### src/rtl/fetch_queue.sv
// Instruction fetch front end: owns the fetch PC, issues one outstanding
// imem request at a time and buffers {pc, instr} pairs for decode.
module fetch_queue #(
    parameter int          DEPTH    = 4,
    parameter logic [31:0] RESET_PC = 32'h0
) (
    input  logic                       clk_i,
    input  logic                       rst_i,
    input  logic                       start_i,
    input  logic                       flush_i,
    input  logic [31:0]                flush_pc_i,
    output logic                       imem_req_o,
    output logic [31:0]                imem_addr_o,
    input  logic                       imem_ack_i,
    input  logic [31:0]                imem_data_i,
    output logic                       instr_valid_o,
    output logic [31:0]                instr_o,
    output logic [31:0]                pc_o,
    input  logic                       instr_ready_i,
    output logic [$clog2(DEPTH+1)-1:0] count_o
);

    localparam int CW = $clog2(DEPTH + 1);
    localparam int AW = $clog2(DEPTH);

    typedef enum logic [1:0] {
        S_IDLE,
        S_REQ,
        S_DROP
    } state_t;

    state_t        r_state;
    logic [31:0]   r_fpc;
    logic [31:0]   r_daddr;
    logic [31:0]   r_pc_mem  [DEPTH];
    logic [31:0]   r_ins_mem [DEPTH];
    logic [AW-1:0] r_rd;
    logic [AW-1:0] r_wr;
    logic [CW-1:0] r_cnt;

    logic          w_pop;
    logic          w_push;
    logic [CW-1:0] w_pop_cnt;
    logic          w_room;

    assign w_pop     = (r_cnt != '0) && instr_ready_i;
    assign w_push    = (r_state == S_REQ) && imem_ack_i && !flush_i;
    assign w_pop_cnt = r_cnt - CW'(w_pop) + CW'(w_push);
    assign w_room    = w_pop_cnt < CW'(DEPTH);

    // Abandoned request keeps its address on the bus until memory acks it.
    assign imem_req_o    = (r_state == S_REQ) || (r_state == S_DROP);
    assign imem_addr_o   = (r_state == S_DROP) ? r_daddr : r_fpc;
    assign instr_valid_o = (r_cnt != '0);
    assign instr_o       = instr_valid_o ? r_ins_mem[r_rd] : 32'h0;
    assign pc_o          = instr_valid_o ? r_pc_mem[r_rd] : 32'h0;
    assign count_o       = r_cnt;

    always_ff @(posedge clk_i) begin
        if (w_push) begin
            r_pc_mem[r_wr]  <= r_fpc;
            r_ins_mem[r_wr] <= imem_data_i;
        end
    end

    always_ff @(posedge clk_i or negedge rst_i) begin
        if (!rst_i) begin
            r_state <= S_IDLE;
            r_fpc   <= RESET_PC;
            r_daddr <= RESET_PC;
            r_rd    <= '0;
            r_wr    <= '0;
            r_cnt   <= '0;
        end else if (flush_i) begin
            r_rd  <= '0;
            r_wr  <= '0;
            r_cnt <= '0;
            r_fpc <= flush_pc_i;
            unique case (r_state)
                S_REQ: begin
                    if (imem_ack_i) begin
                        r_state <= S_IDLE;
                    end else begin
                        r_state <= S_DROP;
                        r_daddr <= r_fpc;
                    end
                end
                S_DROP: begin
                    if (imem_ack_i) r_state <= S_IDLE;
                end
                default: r_state <= S_IDLE;
            endcase
        end else begin
            if (w_pop)  r_rd <= r_rd + AW'(1);
            if (w_push) r_wr <= r_wr + AW'(1);
            r_cnt <= w_pop_cnt;
            unique case (r_state)
                S_IDLE: begin
                    if (start_i && w_room) r_state <= S_REQ;
                end
                S_REQ: begin
                    if (imem_ack_i) begin
                        r_fpc   <= r_fpc + 32'd4;
                        r_state <= (start_i && w_room) ? S_REQ : S_IDLE;
                    end
                end
                S_DROP: begin
                    if (imem_ack_i) r_state <= S_IDLE;
                end
                default: r_state <= S_IDLE;
            endcase
        end
    end

endmodule

### config.mk
export PLATFORM = sky130hd
export DESIGN_NAME = fetch_queue
export DESIGN_NICKNAME = d
export VERILOG_FILES = /design/src/rtl/fetch_queue.sv
export SDC_FILE = /design/constraint.sdc
export NUM_CORES = 1
export LEC_CHECK = 0
export ABC_AREA = 1
export CAP_MARGIN = 10
export CORE_MARGIN = 5
export CORE_UTILIZATION = 35
export DETAILED_ROUTE_END_ITERATION = 6
export SYNTH_ARGS = -nofsm -noshare
export SYNTH_HDL_FRONTEND = slang
export SYNTH_SLANG_ARGS = --single-unit
### constraint.sdc
create_clock -name clk_i -period 4.2 [get_ports clk_i]
set_input_delay 1.26 -clock clk_i [delete_from_list [all_inputs] [get_ports clk_i]]
set_output_delay 1.26 -clock clk_i [all_outputs]
set_load 0.02 [all_outputs]
==> key figures <==
Routing
  – Vias per Instance: 4.96
  – Detailed-route wire length per cell: 18.1 um
  – Total number of vias: 10400
  – DRT Pass-1 Iters: 6
  – DRT Wirelength: 37900 um
  – Initial DRC count: 705
  – DRC: 0
  – Final ANT Viol Nets: 0

Global route
  – Antenna violations before repair: 0
  – Remaining Overflow, GRT: 0
  – GRT Overall Usage: 16.7%
  – First-pass GRT wire length: 58400 um
  – Largest net degree at the start of global routing: 102
  – Vias in the first global route: 10200

Floorplan
  – DIE HEIGHT: 211 um
  – Rows: 73
  – I/O pin count: 171
  – Die area: 44500 um^2
  – Starting Density: 35.5%
  – Chip width: 211 um
  – Core ar.: 39800 um^2

Synthesis
  – Yosys reg bits: 329
  – Avg Cell Area, Syn: 10.3 um^2
  – Number of synthesized flops with an enable pin: 256
  – Synth area leader: edfxtp_1
  – Top-count cell post-synth: nor2_1
  – Synth Cell Area: 14100 um^2
  – Prevailing post-synth register cell: edfxtp_1
  – Syn_nets: 1460
  – Area share of the largest cell type after synthesis: 54.4%
  – Synth top area cells: edfxtp_1, dfrtp_1, nor2_1
  – Register area share after synthesis: 67.3%
  – Top post-synthesis cells by count: nor2_1, edfxtp_1, nand2_1, o21ai_0, dfrtp_1
  – Yosys warns: 0
  – Post-synth ARST share: 22.2%
  – Syn Inst Count: 1378
  – Post-synth cell types: 28

Flow run
  – Max_cap viols: 0

Power and ir drop
  – Sw Ratio: 32.9%
  – P_leak: 0.00650 uW
  – VDD IR-drop max: 0.000308 V
  – Clock group share of total power: 30.6%
  – Combinational power share: 29.8%
  – Sw power: 3430 uW
  – Power Density: 587 nW/um^2
  – Total Power: 10400 uW
  – Reg power frac: 39.6%
  – P_int: 7000 uW

Clock network
  – Max Buffers Root-to-Sink: 3
  – CTS sink cnt: 329
  – Cts hold-fix bufs: 0
  – Worst-path clk slew: 0.06 ns
  – CTS H-tree depth: 2
  – CTS buffer count: 37
  – Root Driver: clkbuf_16
  – CTS tree: built
  – Clock Latency Late Sink: 0.52 ns
  – Setup Fix Bufs, Post-CTS: 0
  – Post-cts gate resize count: 0

Setup path
  – Worst path max stage delay: 0.66 ns
  – CP Max Fanout: 34
  – CP cell instances: buf_4 > nor2_1 > nor2_1 > o21ai_0 > a21oi_1 > clkdlybuf4s50_1
  – CP most frequent cell: nor2_1
  – Critical Path Sink Type: output pin
  – Slowest-stage cell, CP: clkdlybuf4s50_1
  – Startpoint Class: flop
  – Worst EP arrival: 2.73 ns
  – Path type of the worst setup path: flop to output pin
  – Critical path data required time: 2.94 ns

Final layout
  – Layout area overhead: 25.7%
  – Final Net Count: 1624
  – Antenna Cells: 0
  – Share of cells above drive strength 1: 6.75%

Place
  – Routability cong.: 0.836
  – PortBufs: 170
  – Hpwl dp: 24100 um

STA
  – Final hold vios: 0
  – Final period util: 95.1%
  – Fin Setup TNS: 0 ns
  – Setup Viol. Count Final: 0
  – RSZ-0062 raised after global routing: false
  – Min Tclk post-route: 3.99 ns
  – Relative slew margins: 39.2%
  – Maximum clock rate: 250 MHz
  – Final Skew: 0.0143 ns
  – Worst-Margin Slew: 0.911 ns
  – Slew Viols, Final: 0

Outcome
  – Status: finished clean

Min path
  – Hold WC Path Type: flop to flop
[power groups by stage]
stage                     clock [uW]  combinational, uW  sequential, uW
after floorplan                    0               1740            4090
after global placement             0               3130            4180
after detailed placement           0               3160            4190
after CTS                       3270               3170            4130
after global routing            3410               3410            4170
final                           3190               3110            4130
[layout make-up]
cell class / count / area (um^2)
Tap cell: 525 / 657
Clock buffer: 51 / 1050
Multi-Input combinational cell: 913 / 4120
Timing Repair Buffer: 196 / 2020
Fill cell: 3768 / 22000
Inverter: 65 / 245
Clock inverter: 16 / 159
Sequential cell: 329 / 9520
[final timing paths]
check                                 start     endpoint  slack, ns  cells after the start
worst max register to register   r_state[1]   r_state[0]       1.42                     16
min in group asynchronous             rst_i  r_daddr[27]       0.85                      1
max in group asynchronous             rst_i     r_fpc[7]       2.61                      2
worst max-delay path                r_rd[0]     pc_o[13]       0.21                      6
worst min register to register  r_daddr[26]  r_daddr[26]       0.49                      2
worst min-delay path            r_daddr[26]  r_daddr[26]       0.49                      2
[cells in the final DEF (no fill, tap or decap), types with 5 or more instances in the layout]
| master | count |
|---|---|
| dfrtp_1 | 71 |
| buf_12 | 10 |
| nand2_1 | 238 |
| a21oi_1 | 68 |
| clkbuf_1 | 10 |
| o211ai_1 | 6 |
| inv_1 | 60 |
| o21ai_0 | 205 |
| xor2_1 | 9 |
| nand4_1 | 5 |
| clkbuf_16 | 40 |
| nor2_2 | 9 |
| clkinv_2 | 7 |
| nor2_1 | 303 |
| edfxtp_1 | 256 |
| clkdlybuf4s50_1 | 169 |
| nand3_1 | 40 |
| ha_1 | 10 |
| buf_4 | 17 |
[cell families after synthesis]
family          share of synthesized area, %
xor+xnor                               0.620
simple gates                            16.8
flops                                   67.3
fa+ha+maj                               1.12
compound gates                          10.3
buf+inv                                 3.80
[registers in the layout, indices dropped and copies added (netlist names)]
register	count
r_ins_mem	128
r_daddr	32
r_pc_mem	128
r_state	2
r_rd	2
r_fpc	32
r_wr	2
count_o	3
[per-layer routing]
metal  track usage, %  part of all wire, %
met5                0                    0
met4             5.14                  2.8
met3             3.18                  6.2
met2             27.0                   47
met1             22.9                   44
[worst max-delay path, delay by kind of cell, from the launching register on]
family	cells	cell delay [ns]
buf+inv	2	1.08
compound gates	2	0.32
simple gates	2	0.21
flops	1	0.59
[metrics by stage]
| stage | hold slack [ns] | utilization [%] | setup WS, ns | instances | cell area [um^2] |
|---|---|---|---|---|---|
| final | 0.489 | 44.6 | 0.206 | 2095 | 17800 |
| after global routing | 0.511 | 44.6 | 0.0372 | 2095 | 17800 |
| after CTS | 0.489 | 44.6 | 0.129 | 2095 | 17800 |
| after detailed placement | 0.475 | 41.6 | 0.478 | 2028 | 16600 |
| after global placement | 0.467 | 41.6 | 0.493 | 2028 | 16600 |
| after floorplan | 0.453 | - | -0.734 | 1378 | 14100 |
Power figures use the tool's default switching activity.
